--- config.mk ---
export PLATFORM = sky130hd
export DESIGN_NAME = ob_stream_drain_flat
export DESIGN_NICKNAME = d
export VERILOG_FILES = /design/src/rtl/ob_stream_drain_if.sv /design/src/rtl/ob_stream_drain.sv /design/src/flat_wrapper.sv
export SDC_FILE = /design/constraint.sdc
export NUM_CORES = 1
export LEC_CHECK = 0
export ABC_AREA = 1
export BUFFER_PORTS_ARGS = -buffer_cell sky130_fd_sc_hd__buf_2
export CAP_MARGIN = 30
export CORE_ASPECT_RATIO = 1.2
export CORE_MARGIN = 10
export CORE_UTILIZATION = 40
export DETAILED_ROUTE_END_ITERATION = 16
export GPL_ROUTABILITY_DRIVEN = 0
export GPL_TIMING_DRIVEN = 0
export PLACE_DENSITY_LB_ADDON = 0.25
export SKIP_CTS_REPAIR_TIMING = 1
export SYNTH_ARGS = -nofsm -noshare
export SYNTH_HDL_FRONTEND = slang
export SYNTH_SLANG_ARGS = --single-unit
--- constraint.sdc ---
create_clock -name clk_i -period 3.14 [get_ports clk_i]
set_input_delay 0.471 -clock clk_i [delete_from_list [all_inputs] [get_ports clk_i]]
set_output_delay 0.471 -clock clk_i [all_outputs]
set_load 0.01 [all_outputs]
--- src/rtl/ob_stream_drain_if.sv ---
// Row stream between the output-buffer drain and its consumer.
// Master drives data/valid/last, slave drives ready.
interface ob_stream_drain_if #(
   parameter int WIDTH = 8,
   parameter int COL   = 4
);
   logic [COL-1:0][WIDTH-1:0] m_data_o;
   logic                      m_valid_o;
   logic                      m_ready_i;
   logic                      m_last_o;

   modport master (
      output m_data_o,
      output m_valid_o,
      output m_last_o,
      input  m_ready_i
   );

   modport slave (
      input  m_data_o,
      input  m_valid_o,
      input  m_last_o,
      output m_ready_i
   );
endinterface

--- src/rtl/ob_stream_drain.sv ---
// Drains a row range of the output buffer SRAM onto a valid/ready stream.
// Reads are credit-limited so the 2-entry FIFO can never overflow.
module ob_stream_drain #(
   parameter  int WIDTH  = 8,
   parameter  int COL    = 4,
   parameter  int O_SIZE = 256,
   localparam int AW     = $clog2(O_SIZE)
) (
   input  logic                      clk_i,
   input  logic                      rstn_i,
   input  logic                      start_i,
   input  logic [AW-1:0]             base_addr_i,
   input  logic [AW:0]               num_rows_i,
   output logic                      ob_mem_cenb_o,
   output logic                      ob_mem_wenb_o,
   output logic [AW-1:0]             ob_mem_addr_o,
   input  logic [COL-1:0][WIDTH-1:0] ob_mem_data_i,
   ob_stream_drain_if.master         strm,
   output logic                      busy_o,
   output logic                      done_o
);

   typedef enum logic [1:0] {
      IDLE = 2'd0,
      RUN  = 2'd1,
      DONE = 2'd2
   } state_t;

   typedef logic [COL-1:0][WIDTH-1:0] row_t;

   state_t        state_q;
   state_t        state_d;
   logic [AW-1:0] addr_q;
   logic [AW-1:0] addr_nxt;
   logic [AW:0]   issue_rem;
   logic [AW:0]   out_rem;
   logic          inflight;
   row_t          fifo_q [2];
   logic          wr_ptr;
   logic          rd_ptr;
   logic [1:0]    fifo_cnt;

   logic          load;
   logic          pop;
   logic          push;
   logic          issue;
   logic          last;
   logic [2:0]    occ;
   logic [2:0]    occ_after;

   assign load = (state_q == IDLE) && start_i;
   assign pop  = strm.m_valid_o && strm.m_ready_i;
   assign push = inflight;
   assign last = (out_rem == (AW+1)'(1));

   // Rows already held or on their way, minus the one leaving now.
   assign occ       = {1'b0, fifo_cnt} + {2'b00, inflight};
   assign occ_after = occ - {2'b00, pop};

   assign issue = (state_q == RUN)
                && (issue_rem != '0)
                && (occ_after < 3'd2);

   assign addr_nxt = (addr_q == AW'(O_SIZE - 1))
                   ? '0
                   : addr_q + AW'(1);

   assign ob_mem_cenb_o = ~issue;
   assign ob_mem_wenb_o = 1'b1;
   assign ob_mem_addr_o = addr_q;

   assign strm.m_valid_o = (fifo_cnt != 2'd0);
   assign strm.m_data_o  = fifo_q[rd_ptr];
   assign strm.m_last_o  = strm.m_valid_o && last;

   assign busy_o = (state_q == RUN);
   assign done_o = (state_q == DONE);

   // State register.
   always_ff @(posedge clk_i or negedge rstn_i) begin
      if (!rstn_i) begin
         state_q <= IDLE;
      end else begin
         state_q <= state_d;
      end
   end

   // Next state: a run ends on the handshake that carries last.
   always_comb begin
      state_d = state_q;
      unique case (state_q)
         IDLE: begin
            if (start_i) begin
               if (num_rows_i == '0) begin
                  state_d = DONE;
               end else begin
                  state_d = RUN;
               end
            end
         end
         RUN: begin
            if (pop && last) begin
               state_d = DONE;
            end
         end
         DONE: begin
            if (!start_i) begin
               state_d = IDLE;
            end
         end
         default: begin
            state_d = IDLE;
         end
      endcase
   end

   // Address and row counters, loaded at start.
   always_ff @(posedge clk_i or negedge rstn_i) begin
      if (!rstn_i) begin
         addr_q    <= '0;
         issue_rem <= '0;
         out_rem   <= '0;
      end else if (load) begin
         addr_q    <= base_addr_i;
         issue_rem <= num_rows_i;
         out_rem   <= num_rows_i;
      end else begin
         if (issue) begin
            addr_q    <= addr_nxt;
            issue_rem <= issue_rem - (AW+1)'(1);
         end
         if (pop) begin
            out_rem <= out_rem - (AW+1)'(1);
         end
      end
   end

   // One-cycle read latency: data lands the cycle after issue.
   always_ff @(posedge clk_i or negedge rstn_i) begin
      if (!rstn_i) begin
         inflight <= 1'b0;
      end else begin
         inflight <= issue;
      end
   end

   // Two-entry FIFO; push and pop may coincide at any fill level.
   always_ff @(posedge clk_i or negedge rstn_i) begin
      if (!rstn_i) begin
         fifo_q[0] <= '0;
         fifo_q[1] <= '0;
         wr_ptr    <= 1'b0;
         rd_ptr    <= 1'b0;
         fifo_cnt  <= 2'd0;
      end else begin
         if (push) begin
            fifo_q[wr_ptr] <= ob_mem_data_i;
            wr_ptr         <= ~wr_ptr;
         end
         if (pop) begin
            rd_ptr <= ~rd_ptr;
         end
         unique case ({push, pop})
            2'b10:   fifo_cnt <= fifo_cnt + 2'd1;
            2'b01:   fifo_cnt <= fifo_cnt - 2'd1;
            default: fifo_cnt <= fifo_cnt;
         endcase
      end
   end

endmodule

--- src/flat_wrapper.sv ---
// flat-port wrapper written by rule: the top's interface ports become plain ports
module ob_stream_drain_flat 
#(
   parameter  int WIDTH  = 8,
   parameter  int COL    = 4,
   parameter  int O_SIZE = 256,
   localparam int AW     = $clog2(O_SIZE)
)
  (clk_i, rstn_i, start_i, base_addr_i, num_rows_i, ob_mem_cenb_o, ob_mem_wenb_o, ob_mem_addr_o, ob_mem_data_i, busy_o, done_o, strm_m_data_o, strm_m_valid_o, strm_m_last_o, strm_m_ready_i);
  ob_stream_drain_if #(.WIDTH(WIDTH), .COL(COL)) strm_i ();
  input  logic clk_i;
  input  logic rstn_i;
  input  logic start_i;
  input  logic [AW-1:0] base_addr_i;
  input  logic [AW:0] num_rows_i;
  output logic ob_mem_cenb_o;
  output logic ob_mem_wenb_o;
  output logic [AW-1:0] ob_mem_addr_o;
  input  logic [COL-1:0][WIDTH-1:0] ob_mem_data_i;
  output logic busy_o;
  output logic done_o;
  output wire logic [$bits(strm_i.m_data_o)-1:0] strm_m_data_o;
  output wire logic [$bits(strm_i.m_valid_o)-1:0] strm_m_valid_o;
  output wire logic [$bits(strm_i.m_last_o)-1:0] strm_m_last_o;
  input wire logic [$bits(strm_i.m_ready_i)-1:0] strm_m_ready_i;
  assign strm_m_data_o = strm_i.m_data_o;
  assign strm_m_valid_o = strm_i.m_valid_o;
  assign strm_m_last_o = strm_i.m_last_o;
  assign strm_i.m_ready_i = strm_m_ready_i;
  ob_stream_drain #(.WIDTH(WIDTH), .COL(COL), .O_SIZE(O_SIZE)) u_core (.clk_i(clk_i), .rstn_i(rstn_i), .start_i(start_i), .base_addr_i(base_addr_i), .num_rows_i(num_rows_i), .ob_mem_cenb_o(ob_mem_cenb_o), .ob_mem_wenb_o(ob_mem_wenb_o), .ob_mem_addr_o(ob_mem_addr_o), .ob_mem_data_i(ob_mem_data_i), .strm(strm_i), .busy_o(busy_o), .done_o(done_o));
endmodule
* Word level (Yosys, flattened, before mapping)
Cells that the tools add are included.
** Storage, ports and cells
- Bits in registers :: 97
- Input bits :: 53
- Output and inout port bits :: 46
- Word-level logic and storage cells :: 75
** Cells by class
- $add $sub $neg :: 7
- Order comparisons :: 4
- Eq/ne operators :: 9
- Multiplexer cells :: 19
- Bitwise logic cells :: 5
- Reductions and logical operators :: 15
** Operator list (number)
- 32-bit 2-to-1 mux :: 4
- 64-bit bitwise mux :: 1
- 9-bit 2-to-1 mux :: 4
- 32-bit demux with 1-bit select :: 1
- 8-bit 2-to-1 mux :: 3
- 9-bit by 1-bit subtractor with 9-bit output, second input constant :: 2
- 9-bit by 1-bit == test with 1-bit output, second input constant :: 1
- 9-bit logical NOT :: 1
- 9-bit nonzero test :: 1
- 8-bit by 1-bit adder with 8-bit output, second input constant :: 1
- 8-bit == test, second input constant :: 1
- 2-bit 2-to-1 mux :: 4
- 2-bit nonzero test :: 4
- 1-bit logical AND :: 7
- 2-bit case mux with 3 select lines :: 1
- 2-bit by 1-bit == test with 1-bit output, second input constant :: 2
- 2-bit == test, second input constant :: 2
- 2-bit >= comparator, second input constant :: 2
- 2-bit != test, second input constant :: 2
- 1-bit inverter with 2-bit output :: 2
- 2-bit case mux with 2 select lines :: 1
- 2-bit by 1-bit adder with 3-bit output :: 1
- 3-bit by 2-bit < comparator with 1-bit output, second input constant :: 1
- 1-bit inverter :: 3
- other kinds (7) :: 7

* Longest topological paths before layout
- Depth after elaboration :: 7
- Depth in mapped cells :: 17
- Mapped depth without buffers :: 16

* Worst setup path before layout
OpenSTA, ideal clock, no wires.
- Path kind :: reg2out
- From :: reg u_core.fifo_cnt[1]
- To :: out ob_mem_cenb_o
- Data arrival time :: 1872 ps
- Required time :: 2669 ps
- Setup slack :: 797 ps
- Stages on the path, launching flop included :: 13
- Cells stage by stage :: dfrtp_1 > inv_2 > nand2_1 > nand2_2 > inv_2 > nand2_1 > nand2_1 > nand2_1 > fa_1 > nand2_2 > nand2_4 > nor2_8 > nand2_4
** On the way
- Longest elaborated chain between the ends :: 6
- Elaborated cells between the ends (all ways) :: 7
** Ends and longest elaborated chain
- start, declared :: RTL line ob_stream_drain.sv:41 : logic [1:0] fifo_cnt;
- start signal, assigned :: RTL line ob_stream_drain.sv:164 : 2'b10: fifo_cnt <= fifo_cnt + 2'd1;
- start signal, assigned :: RTL line ob_stream_drain.sv:165 : 2'b01: fifo_cnt <= fifo_cnt - 2'd1;
- start signal, assigned :: RTL line ob_stream_drain.sv:166 : default: fifo_cnt <= fifo_cnt;
- 2-bit nonzero test :: RTL line ob_stream_drain.sv:72 : assign strm.m_valid_o = (fifo_cnt != 2'd0);
- net strm_m_valid_o :: RTL line flat_wrapper.sv:23 : output wire logic [$bits(strm_i.m_valid_o)-1:0] strm_m_valid_o;
- 1-bit logical AND :: RTL line ob_stream_drain.sv:52 : assign pop = strm.m_valid_o && strm.m_ready_i;
- 3-bit by 1-bit subtractor with 3-bit output :: RTL line ob_stream_drain.sv:58 : assign occ_after = occ - {2'b00, pop};
- 3-bit by 2-bit < comparator with 1-bit output :: RTL line ob_stream_drain.sv:62 : && (occ_after < 3'd2);
- 1-bit logical AND :: RTL line ob_stream_drain.sv:62
- 1-bit inverter :: RTL line ob_stream_drain.sv:68 : assign ob_mem_cenb_o = ~issue;
- end, declared :: RTL line flat_wrapper.sv:16 : output logic ob_mem_cenb_o;
The timed path passes the listed nets, and every way through them passes these cells.

* Worst setup path in the final report
- From :: reg u_core.fifo_cnt[0]
- To :: out ob_mem_cenb_o
** On the way
- Longest elaborated chain between the ends :: 6
- Elaborated cells between the ends (all ways) :: 7
** Ends and longest elaborated chain (RTL line)
- branches (longest 2 deep; another with 2-bit by 1-bit adder with 3-bit output)
- 3-bit by 1-bit subtractor with 3-bit output (*) :: ob_stream_drain.sv:58
- 3-bit by 2-bit < comparator with 1-bit output (*) :: ob_stream_drain.sv:62
- 1-bit logical AND (*) :: ob_stream_drain.sv:62
- 1-bit inverter (*) :: ob_stream_drain.sv:68
Mark *: on every way between the ends.

==> impl_metrics.json <==
{
  "critical_path_arrival_ns": 2.53,
  "post_synth_cell_types": 39,
  "avgViaCountPerCell": 4.829,
  "postLayoutCoreUtil_pct": 49.63,
  "r2r_start": "u_core.fifo_cnt[0]$_DFFE_PN0N_",
  "nNetsFinal": 818,
  "timing.fmax_mhz": 333.3,
  "crit_chain": "inv_1 -> nand2_1 -> nand2_2 -> inv_4 -> nand2_1 -> nand2_1 -> nand2_1 -> fa_2 -> nand2_2 -> nor2_8 -> nand2_4 -> buf_2",
  "slew_viol_final": 0,
  "seq_area_frac_synth_pct": 49.18,
  "antenna_found_initial": 0,
  "setup_violations": 0,
  "synth-edff-count": 0,
  "critPathMostFrequentCell": "nand2_1",
  "antenna_cells_inserted": 0,
  "clock_tree_from_tritoncts": "yes",
  "wl_mm": 12.96,
  "clock_path_buffers": 2,
  "globalRouteTotalUtil_pct": 15.15,
  "dominantRegCellSynth": "dfrtp_1",
  "report.power.total_mw": 6.516,
  "detailedPlacementHpwl_mm": 9.791,
  "post_dp_cell_area_mm2": 0.005653,
  "drt-initial-drc-count": 209,
  "overflow": 0,
  "cts_made_buffers": 9,
  "areaGrowthSynthToFinish_pct": 21.77,
  "worstReg2RegEnd": "u_core.issue_rem[0]$_DFFE_PN0P_",
  "tritoncts_num_sinks": 97,
  "clock_tree.htree_level_count": 3,
  "drtPass1Iterations": 4,
  "floorplan.die_area_mm2": 0.01720,
  "finalInstanceArea_mm2": 0.006011,
  "critical_path.max_stage_delay_ns": 0.55,
  "finalNonFillerCells": 926,
  "syn-cell-area_mm2": 0.004936,
  "clock-root-buffer": "clkbuf_16",
  "worstSetupEndpointType": "output port",
  "clock_pin_slew_on_the_worst_setup_and_hold_paths_ns": 0.07,
  "std_cell_rows": 44,
  "syn_avg_cell_area_um2": 7.617,
  "detail_route.wl_per_cell_um": 14.00,
  "timing.critical_path.required_ns": 2.67,
  "r2r.worst_path.cells": 15,
  "hold_path_class": "in -> async",
  "maxCapViolations": 0,
  "leakage_nw": 3.267,
  "place_inst": 907,
  "fraction_of_layout_instances_using_a_drive_strength_above_1_pct": 20.39,
  "post-route-drc-count": 0,
  "setup.reg_to_reg.worst_slack_ns": 0.69,
  "vdd_drop_max_mv": 0.4824,
  "cp_top_family": "simple AND/OR/NAND/NOR gates",
  "synth-async-reset-ratio_pct": 100.0,
  "criticalPathCategory": "reg -> out",
  "chipHeight_um": 141.7,
  "grt_first_pass_wirelength_mm": 21.37,
  "grt_pass1_vias": 4484,
  "post_route_clock_skew_ns": 0.005985,
  "timing.critical_path.from_type": "flop",
  "syn_nets": 706,
  "io_pins": 99,
  "worstSetupStartpoint": "u_core.fifo_cnt[0]$_DFFE_PN0N_",
  "largest_net_degree_at_the_start_of_global_routing": 53,
  "core_area_mm2": 0.01211,
  "crit_buf_inv": 3,
  "critPathMaxFanout": 6,
  "finalHoldViolCount": 0,
  "initial_utilization_pct": 40.75,
  "run_status": "finished clean",
  "timing.final.crit_share_pct": 95.56,
  "fp.dieW_um": 121.4,
  "place.port_buffers": 97,
  "timing.final.crit_period_ns": 3.001,
  "ys_warn_count": 0,
  "vias": 4472,
  "postSynthRegisterBits": 97,
  "ant_nets": 0,
  "insertion_delay_ns": 0.34,
  "worst_slew_margin_rel_pct": 54.42,
  "ratio_of_total_power_to_cell_area_mw_per_mm2": 1084,
  "timing.hold.ws_ns": 0.1523,
  "fillCellCount": 1206,
  "syn-instance-count": 648,
  "timing.critical_path.slowest_stage_cell": "fa_2",
  "tightest_slew_ns": 0.6837
}
==> sequential cells by signal (all words and copies together) (netlist names) <==
name,cells
u_core.out_rem,9
u_core.rd_ptr,1
u_core.inflight,1
u_core.wr_ptr,1
u_core.state_q,2
u_core.fifo_cnt,2
u_core.issue_rem,9
u_core.ob_mem_addr_o,8
u_core.fifo_q,64
==> cells by family after synthesis <==
kind of cell / Yosys count / share of synthesized area (%)
and+or+nand+nor: 345 / 28.62
buffers and inverters: 94 / 7.909
DFF: 97 / 49.18
xor gates and xnor gates: 12 / 2.129
adders and majority gates: 5 / 1.420
other: 1 / 0.07597
AOI/OAI and AO/OA: 94 / 10.67
==> layer usage <==
| metal | routed length [µm] | global-route usage (%) |
|---|---|---|
| met3 | 854 | 3.890 |
| met5 | 0 | 0 |
| met4 | 133 | 4.840 |
| met2 | 6572 | 26.62 |
| met1 | 5402 | 17.45 |
==> final cells by class <==
cell class | count | area [µm²] | share of cell area, %
clock buffer | 11 | 242.7 | 4.038
tap | 161 | 201.4 | 3.351
inverter | 69 | 264.0 | 4.392
timing repair buffer | 101 | 538.0 | 8.951
buffer | 25 | 128.9 | 2.144
multi-input combinational | 457 | 2121 | 35.28
clock inverter | 5 | 86.33 | 1.436
sequential | 97 | 2429 | 40.40
==> Yosys cell counts, drive strengths merged (2+ instances only) <==
| cell type | count | area [µm²] |
|---|---|---|
| nand3 | 28 | 150.1 |
| xor2 | 6 | 52.55 |
| clkbuf | 15 | 56.30 |
| buf | 10 | 72.57 |
| xnor2 | 6 | 52.55 |
| dfrtp | 97 | 2427 |
| nor2 | 37 | 155.2 |
| or2 | 2 | 12.52 |
| o21ai | 81 | 424.2 |
| o211ai | 3 | 22.52 |
| inv | 68 | 257.8 |
| ha | 4 | 50.05 |
| a21boi | 2 | 15.02 |
| nand2 | 273 | 1067 |
| nor3 | 3 | 15.01 |
| a21oi | 4 | 35.04 |
==> worst max-delay path by stage <==
stage / cells after the start / to
after floorplan: 12 / ob_mem_cenb_o
after global placement: 12 / ob_mem_cenb_o
final: 12 / ob_mem_cenb_o
after detailed placement: 13 / ob_mem_cenb_o
after global routing: 12 / ob_mem_cenb_o
after CTS: 12 / ob_mem_cenb_o
==> metrics by stage <==
stage	setup slack (ns)	setup TNS, ns
final	0.1394	0
after global routing	-0.009617	-0.009617
after CTS	0.01702	0
after detailed placement	0.4031	0
after global placement	0.4229	0
after floorplan	0.7967	0
==> report_power, final <==
part / internal, mW / switching (mW)
clock network: 0.728 / 0.483
registers: 1.87 / 0.395
logic: 1.19 / 1.84
total: 3.79 / 2.72
==> layout by cell type, fill, tap and decap left out, types with 6 or more instances in the layout <==
cell       count
nand2_1      264
buf_2        102
dfrtp_1       96
inv_1         60
o21ai_0       50
nor2_1        36
nand3_1       26
o21ai_1       26
clkbuf_1      16
clkbuf_16      9
buf_4          7
inv_2          6
xnor2_1        6
xor2_1         6
==> worst register-to-register path, delay by kind of cell (launching register included) <==
family                     cells  cell delay, ns
and+or+nand+nor               10            1.06
AOI/OAI and AO/OA              1            0.05
DFF                            1            0.38
adders and majority gates      1            0.55
buffers and inverters          3            0.33
No activity file was read; power rests on OpenSTA's default activity.
